$ cat config.mk
export PLATFORM = sky130hd
export DESIGN_NAME = shared_mem_arbiter
export DESIGN_NICKNAME = d
export VERILOG_FILES = /design/src/rtl/shared_mem_arbiter.sv
export SDC_FILE = /design/constraint.sdc
export NUM_CORES = 1
export LEC_CHECK = 0
export ABC_CLOCK_PERIOD_IN_PS = 4350
export CORE_MARGIN = 1
export CORE_UTILIZATION = 38
export CTS_CLUSTER_SIZE = 24
export DETAILED_ROUTE_END_ITERATION = 10
export PLACE_DENSITY = 0.78
export SYNTH_ARGS = -nofsm -noshare
export SYNTH_HDL_FRONTEND = slang
export SYNTH_SLANG_ARGS = --single-unit
$ cat constraint.sdc
create_clock -name clk -period 4.35 [get_ports clk]
set_input_delay 0.87 -clock clk [delete_from_list [all_inputs] [get_ports clk]]
set_output_delay 0.87 -clock clk [all_outputs]
set_load 0.05 [all_outputs]
$ cat src/rtl/shared_mem_arbiter.sv
// rtl/shared_mem_arbiter.sv - round-robin arbiter sharing one single-port memory
// between the instruction-fetch port and the load/store port.
module shared_mem_arbiter #(
  parameter int ADDR_W   = 32,
  parameter int DATA_W   = 32,
  parameter int READ_LAT = 1
) (
  input  logic              clk,
  input  logic              rst,
  input  logic              if_req,
  input  logic [ADDR_W-1:0] if_addr,
  output logic [DATA_W-1:0] if_rdata,
  output logic              if_done,
  input  logic              dm_req,
  input  logic              dm_we,
  input  logic [ADDR_W-1:0] dm_addr,
  input  logic [DATA_W-1:0] dm_wdata,
  output logic [DATA_W-1:0] dm_rdata,
  output logic              dm_done,
  output logic              mem_en,
  output logic              mem_we,
  output logic [ADDR_W-1:0] mem_addr,
  output logic [DATA_W-1:0] mem_wdata,
  input  logic [DATA_W-1:0] mem_rdata,
  output logic              busy
);

  typedef enum logic [1:0] {
    S_IDLE   = 2'd0,
    S_ACCESS = 2'd1,
    S_WAIT   = 2'd2,
    S_DONE   = 2'd3
  } state_t;

  localparam logic [3:0] LAT = 4'(READ_LAT);

  state_t            state_q, state_d;
  logic              last_dm_q, last_dm_d;
  logic              gnt_dm_q, gnt_dm_d;
  logic              we_q, we_d;
  logic [3:0]        cnt_q, cnt_d;
  logic [ADDR_W-1:0] mem_addr_q, mem_addr_d;
  logic [DATA_W-1:0] mem_wdata_q, mem_wdata_d;
  logic [DATA_W-1:0] if_rdata_q, if_rdata_d;
  logic [DATA_W-1:0] dm_rdata_q, dm_rdata_d;
  logic              pick_dm;

  always_ff @(posedge clk or posedge rst) begin
    if (rst) begin
      state_q     <= S_IDLE;
      last_dm_q   <= 1'b0;
      gnt_dm_q    <= 1'b0;
      we_q        <= 1'b0;
      cnt_q       <= '0;
      mem_addr_q  <= '0;
      mem_wdata_q <= '0;
      if_rdata_q  <= '0;
      dm_rdata_q  <= '0;
    end else begin
      state_q     <= state_d;
      last_dm_q   <= last_dm_d;
      gnt_dm_q    <= gnt_dm_d;
      we_q        <= we_d;
      cnt_q       <= cnt_d;
      mem_addr_q  <= mem_addr_d;
      mem_wdata_q <= mem_wdata_d;
      if_rdata_q  <= if_rdata_d;
      dm_rdata_q  <= dm_rdata_d;
    end
  end

  always_comb begin
    state_d     = state_q;
    last_dm_d   = last_dm_q;
    gnt_dm_d    = gnt_dm_q;
    we_d        = we_q;
    cnt_d       = cnt_q;
    mem_addr_d  = mem_addr_q;
    mem_wdata_d = mem_wdata_q;
    if_rdata_d  = if_rdata_q;
    dm_rdata_d  = dm_rdata_q;
    pick_dm     = 1'b0;
    case (state_q)
      S_IDLE: begin
        if (if_req || dm_req) begin
          // On a tie the port that did not win last time is served.
          pick_dm     = dm_req && (!if_req || !last_dm_q);
          gnt_dm_d    = pick_dm;
          last_dm_d   = pick_dm;
          we_d        = pick_dm && dm_we;
          mem_addr_d  = pick_dm ? dm_addr : if_addr;
          mem_wdata_d = pick_dm ? dm_wdata : '0;
          state_d     = S_ACCESS;
        end
      end
      S_ACCESS: begin
        if (we_q) begin
          state_d = S_DONE;
        end else begin
          cnt_d   = LAT;
          state_d = S_WAIT;
        end
      end
      S_WAIT: begin
        cnt_d = cnt_q - 4'd1;
        if (cnt_q <= 4'd1) begin
          if (gnt_dm_q) dm_rdata_d = mem_rdata;
          else          if_rdata_d = mem_rdata;
          state_d = S_DONE;
        end
      end
      S_DONE:  state_d = S_IDLE;
      default: state_d = S_IDLE;
    endcase
  end

  assign mem_en    = (state_q == S_ACCESS);
  assign mem_we    = mem_en && we_q;
  assign mem_addr  = mem_addr_q;
  assign mem_wdata = mem_wdata_q;
  assign if_rdata  = if_rdata_q;
  assign dm_rdata  = dm_rdata_q;
  assign if_done   = (state_q == S_DONE) && !gnt_dm_q;
  assign dm_done   = (state_q == S_DONE) && gnt_dm_q;
  assign busy      = (state_q != S_IDLE);

endmodule

; Word level (Yosys, flattened, before mapping)
; Cells that the tools add are included.
[word_totals]
register_bits = 136
latch_bits = 0
mem_bits_rw = 0
mem_bits_ro = 0
in_bits = 133
out_inout_bits = 133
elab_cells = 42
memories = 0
[classes]
addsub = 1
n_mul = 0
div_mod_pow = 0
magnitude_cmp = 1
n_eq_ne = 6
shift = 0
mux = 8
n_bitwise = 1
n_reduce_logical = 17
[op_table]
columns = operator, count
row1 = $mux W32, 2
row2 = $pmux W2 S4, 1
row3 = $pmux W4 S2, 1
row4 = $ne A2 B2 Y1 const B, 3
row5 = $reduce_and A2 Y1, 3
row6 = $reduce_and A3 Y1, 2
row7 = $logic_and A1 B1 Y1, 5
row8 = $eq A2 B2 Y1 const B, 2
row9 = $le A4 B1 Y1 const B, 1
row10 = $mux W2, 2
row11 = $mux W4, 1
row12 = $reduce_bool A2 Y1, 2
row13 = $sub A4 B1 Y4 const B, 1
row14 = $eq A2 B1 Y1 const B, 1
row15 = $logic_not A1 Y1, 2
row16 = $logic_not A2 Y1, 1
row17 = $logic_or A1 B1 Y1, 2
row18 = $mux W1, 1
row19 = $not A1 Y1, 1

; Longest topological paths before layout
; Gate-level depths: netlist (run 1).
[depth]
word_depth = 4
depth_mapped = 8
depth_no_buf = 7

; Worst setup path before layout (run 1)
; OpenSTA, ideal clock, no wires.
[synth_path]
kind = register to output
from = register state_q[1]
to = output port mem_we
arrival_ns = 1.486
required_time_ns = 3.480
slack_ns = 1.994
path_stages_with_launch = 5
path_buffers = 0
path_cell_list = dfrtp_1 > inv_1 > ha_1 > nand2_1 > inv_1
[synth_between]
elab_chain_cells = 2
[synth_lines]
columns = element, line_no
row1 = "start, declared", 37  ; state_t state_q, state_d;
row2 = "start signal, assigned", 60  ; state_q <= state_d;
row3 = $eq A2 B1 Y1, 117  ; assign mem_en = (state_q == S_ACCESS);
row4 = net mem_en, 20  ; output logic mem_en,
row5 = $logic_and A1 B1 Y1, 118  ; assign mem_we = mem_en && we_q;
row6 = "end, declared", 21  ; output logic mem_we,
; The timed path passes the listed nets, and every way through them passes these cells.

; Final worst setup path (run 1)
[layout_path]
from = register state_q[0]
to = output port busy
[layout_between]
elab_chain_cells = 1
[layout_lines]
columns = element, line_no
row1 = $reduce_bool A2 Y1, 125  ; assign busy = (state_q != S_IDLE);
row2 = "end, declared", 25  ; output logic busy
; No other way between the ends.

==> impl_metrics.py, run 1 <==
metrics = {
    "sta": {
        "fin_crit_sh": 0.705,
        "drv_slew": 0,
        "fmax_ghz": 0.326,
        "timing.final.hold_violations": 0,
        "fin_skew_ns": 0.00452,
        "fin_crit_ns": 3.07,
        "rsz0062_at_grt": "no",
        "fin_tns_setup_ns": 0,
        "setup_viol": 0,
        "max_slew_margin": 0.276,
        "worst_slew_pin_slew_ns": 1.09,
    },
    "worst_setup_path": {
        "cp.arrival_ns": 2.20,
        "critPathCaptureType": "output pin",
        "slowest_stage": "clkdlybuf4s50_1",
        "cpMostUsedCell": "inv_1",
        "startpoint_type": "flip-flop",
        "crit_path_max_fanout": 4,
        "crit_chain": "inv_1 > ha_1 > inv_1 > clkdlybuf4s50_1",
        "critPathMaxStageDelay_ns": 0.86,
        "crit_type": "flip-flop to output pin",
        "worst_ep_required_time_ns": 3.48,
    },
    "pwr": {
        "p_leak_nw": 4.08,
        "power.density_nw_per_um2": 933,
        "irDropWorstVdd_mv": 0.418,
        "p_total_w": 0.00851,
    },
    "detailed_routing": {
        "drt_first_pass_iters": 10,
        "vias": 4144,
        "wire_per_inst_um": 16.8,
        "wl_um": 14500,
        "via_per_inst": 4.82,
        "drc": 22,
        "ant_nets": 0,
        "drtIter0Drc": 240,
    },
    "synthesis": {
        "syn_area_um2": 5790,
        "synth_cells": 398,
        "syn_area_per_cell_um2": 14.5,
        "synthesis.nets": 537,
        "synth_cell_type_count": 30,
        "synth_seq_cells": 136,
        "yosys_warnings": 0,
        "synth_seq_area_share": 0.588,
    },
    "finish": {
        "layout_commonest_cell": "clkdlybuf4s50_1",
        "syn_to_final_growth_pct": 57.6,
        "final_cell_mix": "clkdlybuf4s50_1 (265), dfrtp_1 (136), mux2_4 (60)",
        "fill_cells": 1106,
        "multi_input_area_um2": 2140,
        "drive_gt1_frac": 0.169,
        "nets": 801,
        "regArea_um2": 3400,
        "diodes": 0,
        "fin_util": 0.621,
    },
    "global_route": {
        "grt_max_degree": 94,
        "grt_pass1_wl_um": 23200,
        "overflow": 0,
        "antenna_found_initial": 0,
        "grt_pass1_vias": 4370,
        "grt_util_all_layers": 0.191,
    },
    "floorplan": {
        "coreArea_um2": 14700,
        "rows": 44,
        "die_y_um": 125,
        "die_area_um2": 15700,
        "die_x_um": 125,
        "start_util": 0.394,
        "ioPinCount": 266,
    },
    "job": {
        "cap_violations": 0,
    },
    "run_status": {
        "outcome": "finished, violations left",
        "failed_checks": "DRC",
    },
    "placement": {
        "dp_hpwl_um": 10300,
        "gp_congestion": 0.754,
        "numPortBuffers": 265,
    },
    "clock_network": {
        "cts_setup_buffers": 0,
        "cts_tree": "yes",
        "clockBufferDepth": 2,
        "cts-resized-gates": 0,
        "root_buffer": "clkbuf_16",
        "path_clk_slew_ns": 0.06,
        "htreeDepth": 4,
        "hold_buffers": 0,
        "clkLatencyLatePin_ns": 0.42,
        "cts_buffers": 17,
        "clock_sinks": 136,
    },
    "worst_hold_path": {
        "hold_path.class": "flip-flop to flip-flop",
    },
}
synth_stat cells:
| cell | instances | area [um^2] |
|---|---|---|
| mux2_4 | 60 | 901 |
| mux2_2 | 7 | 78.8 |
| nand3_2 | 1 | 10.0 |
| a21o_1 | 1 | 7.51 |
| a21oi_1 | 1 | 5.00 |
| nor2_2 | 1 | 6.26 |
| a22o_2 | 1 | 10.0 |
| nor2_1 | 3 | 11.3 |
| nor3_1 | 1 | 5.00 |
| and2_1 | 1 | 6.26 |
| o21ai_0 | 35 | 175 |
| and2_4 | 1 | 8.76 |
| nor2b_1 | 1 | 6.26 |
| nand2_1 | 37 | 139 |
| o31ai_1 | 1 | 7.51 |
| buf_2 | 3 | 15.0 |
| buf_12 | 3 | 60.1 |
| dfrtp_1 | 136 | 3400 |
| o21ai_2 | 1 | 8.76 |
| nor3_2 | 1 | 10.0 |
| a21boi_1 | 1 | 7.51 |
| ha_1 | 6 | 75.1 |
| a2bb2oi_1 | 1 | 8.76 |
| inv_1 | 7 | 26.3 |
| a22o_1 | 34 | 298 |
| buf_6 | 12 | 135 |
| and3b_1 | 1 | 8.76 |
| o31a_2 | 1 | 10.0 |
| clkbuf_1 | 7 | 26.3 |
| mux2i_1 | 32 | 320 |
cell type report:
type | instances | area share
repair buffers | 270 | 0.295
multi-input cells | 230 | 0.235
clock buffers | 17 | 0.0466
inverters | 7 | 0.00329
well taps | 184 | 0.0252
flip-flops and latches | 136 | 0.373
clock inverters | 15 | 0.0221
critical path: cells and delay by family (launching register included):
family	cells	cell delay, ns
adders and majority gates	1	0.29
buffers and inverters	3	1.08
DFF	1	0.40
sequential cells by signal, summed over array words and instances, names as in the netlist:
signal and flops:
mem_addr 32, if_rdata 32, dm_rdata 32, mem_wdata 32, gnt_dm_q 1, cnt_q 4, state_q 2, we_q 1
path summary, 6_finish.rpt:
kind | start | cells past startpoint | endpoint | slack [ns]
worst max-delay path | state_q[0] | 4 | busy | 1.28
worst min-delay path | mem_addr[21] | 2 | mem_addr[21] | 0.48
worst max register to register | state_q[0] | 4 | if_rdata[31] | 1.97
worst min register to register | mem_addr[21] | 2 | mem_addr[21] | 0.48
max in group asynchronous | rst | 3 | if_rdata[5] | 2.52
min in group asynchronous | rst | 3 | mem_addr[4] | 1.01
through the flow:
| step | area [um^2] | hold slack [ns] | worst slack [ns] | std cells |
|---|---|---|---|---|
| after detailed placement | 8500 | 0.470 | 1.49 | 827 |
| after CTS | 9130 | 0.483 | 1.25 | 859 |
| final | 9130 | 0.476 | 1.28 | 859 |
| after global routing | 9130 | 0.503 | 1.16 | 859 |
| after global placement | 8500 | 0.462 | 1.60 | 827 |
| after floorplan | 5790 | 0.473 | 1.79 | 398 |
per-layer routing:
metal | vias up | routed length (um) | global-route usage
met2 | 205 | 6780 | 0.308
met4 | 0 | 266 | 0.0775
met1 | 1977 | 6010 | 0.235
li1 | 1943 | - | -
met3 | 19 | 1400 | 0.0676
met5 | - | 0 | 0
cell families (layout without fill, tap and decap cells):
group / after synthesis / after routing / synth area share
AND/OR/NAND/NOR: 48 / 48 / 0.0365
buffers and inverters: 32 / 309 / 0.0454
flip-flops: 136 / 136 / 0.588
AO/OA/AOI/OAI: 77 / 77 / 0.0929
multiplexers: 99 / 99 / 0.225
adder cells (fa/ha/maj): 6 / 6 / 0.0130
power by group:
| part | total [W] | switching [W] | internal (W) |
|---|---|---|---|
| Clock | 0.00151 | 0.000550 | 0.000959 |
| Sequential | 0.00224 | 0.000373 | 0.00187 |
| Combinational | 0.00476 | 0.00292 | 0.00185 |
| Total | 0.00851 | 0.00384 | 0.00467 |
Power figures use the tool's default switching activity.
==> run 2, diff against run 1 <==
--- a/config.mk
+++ b/config.mk
@@ -5,7 +5,7 @@
 export SDC_FILE = /design/constraint.sdc
 export NUM_CORES = 1
 export LEC_CHECK = 0
-export ABC_CLOCK_PERIOD_IN_PS = 4350
+export ABC_CLOCK_PERIOD_IN_PS = 2700
 export CORE_MARGIN = 1
 export CORE_UTILIZATION = 38
 export CTS_CLUSTER_SIZE = 24
==> constraint.sdc (replaced) <==
create_clock -name clk -period 2.7 [get_ports clk]
set_input_delay 0.54 -clock clk [delete_from_list [all_inputs] [get_ports clk]]
set_output_delay 0.54 -clock clk [all_outputs]
set_load 0.05 [all_outputs]
==> impl_metrics.py, run 2 (synthesized netlist as in run 1, its figures left out) <==
metrics = {
    "finish": {
        "final_cell_mix": "clkdlybuf4s50_1 (263), dfrtp_1 (136), mux2_4 (60)",
        "multi_input_area_um2": 2140,
        "regArea_um2": 3400,
        "fill_cells": 1092,
        "nets": 804,
        "drive_gt1_frac": 0.170,
        "fin_util": 0.625,
        "layout.cells.non_filler": 861,
        "diodes": 0,
        "layout_commonest_cell": "clkdlybuf4s50_1",
        "syn_to_final_growth_pct": 58.7,
    },
    "worst_setup_path": {
        "startpoint_type": "flip-flop",
        "crit_path_max_fanout": 4,
        "worst_ep_required_time_ns": 2.16,
        "rr_worst_depth": 7,
        "cp-startpoint": "state_q[1]",
        "rr_startpoint": "cnt_q[0]",
        "cp.arrival_ns": 2.04,
        "critPathCaptureType": "output pin",
        "crit_type": "flip-flop to output pin",
    },
    "clock_network": {
        "clock_sinks": 136,
        "clockBufferDepth": 2,
        "cts_tree": "yes",
        "htreeDepth": 4,
        "root_buffer": "clkbuf_16",
        "path_clk_slew_ns": 0.06,
        "cts_buffers": 17,
        "cts_setup_buffers": 0,
        "clkLatencyLatePin_ns": 0.41,
    },
    "global_route": {
        "grt_max_degree": 87,
        "grt_util_all_layers": 0.195,
        "grt_pass1_vias": 4463,
        "antenna_found_initial": 0,
        "overflow": 0,
        "grt_pass1_wl_um": 23700,
    },
    "sta": {
        "fin_crit_sh": 0.954,
        "fmax_ghz": 0.388,
        "worst_slew_pin_slew_ns": 0.545,
        "fin_crit_ns": 2.58,
        "drv_slew": 0,
        "fin_skew_ns": 0.00521,
        "max_slew_margin": 0.636,
        "fin_tns_setup_ns": 0,
        "setup_viol": 0,
        "timing.final.hold_violations": 0,
        "fin_ws_ns": 0.124,
        "rsz0062_at_grt": "no",
    },
    "floorplan": {
        "die_x_um": 125,
        "ioPinCount": 266,
        "die_area_um2": 15700,
        "rows": 44,
        "die_y_um": 125,
        "coreArea_um2": 14700,
        "start_util": 0.394,
    },
    "placement": {
        "dp_slack_ns": 0.413,
        "gp_congestion": 0.775,
        "dp_hpwl_um": 10500,
        "numPortBuffers": 265,
        "dp_cells": 830,
    },
    "detailed_routing": {
        "wl_um": 14500,
        "via_per_inst": 4.82,
        "wire_per_inst_um": 16.8,
        "drtIter0Drc": 194,
        "drt_first_pass_iters": 9,
        "ant_nets": 0,
        "drc": 22,
        "vias": 4150,
    },
    "worst_hold_path": {
        "hold_start": "mem_addr[29]",
        "hold_path.class": "flip-flop to flip-flop",
        "worstHoldPathCells": 2,
    },
    "pwr": {
        "p_total_w": 0.0136,
        "p_leak_nw": 4.13,
        "power.density_nw_per_um2": 1490,
        "irDropWorstVdd_mv": 0.752,
    },
    "run_status": {
        "outcome": "finished, violations left",
        "failed_checks": "DRC",
    },
    "job": {
        "cap_violations": 0,
    },
}
[run 2: path summary, 6_finish.rpt]
check	slack (ns)	to
hold reg to reg	0.47	mem_addr[29]
hold / removal	0.47	mem_addr[29]
min in group asynchronous	0.58	mem_addr[7]
setup / recovery	0.12	if_done
setup reg to reg	0.62	if_rdata[31]
max in group asynchronous	1.71	mem_wdata[19]
[run 2: critical path, cell delays in order, from the launching register on]
cell and delay, ns:
dfrtp_1 0.39, ha_1 0.22, nor2b_1 0.17, clkdlybuf4s50_1 0.84
[run 2: metal layers]
layer  GRT usage  wire length, um  vias up
met5           0                0        -
met4      0.0789              310        0
met3      0.0740             1320       25
met2       0.313             6830      205
met1       0.234             6010     1978
li1            -                -     1942
[run 2: area by class of cell]
type                            count  area share
Tap cell                          184      0.0251
Inverter                            7     0.00327
Timing Repair Buffer              273       0.303
Clock inverter                     11      0.0162
Sequential cell                   136       0.370
Clock buffer                       20      0.0486
Multi-Input combinational cell    230       0.233
[run 2: where the power goes]
part	switching, W	internal, W
Sequential	0.000576	0.00301
Clock	0.000851	0.00147
Combinational	0.00472	0.00302
[run 2: timing repair]
item	in CTS	in global routing
resized for setup	1	0
setup endpoints to repair	1	0
hold buffers	0	0
[run 2: stage by stage]
step | cell area [um^2] | hold slack [ns]
floorplan | 5790 | 0.473
global placement | 8590 | 0.461
detailed placement | 8590 | 0.469
CTS | 9190 | 0.482
global route | 9190 | 0.491
finish | 9190 | 0.474
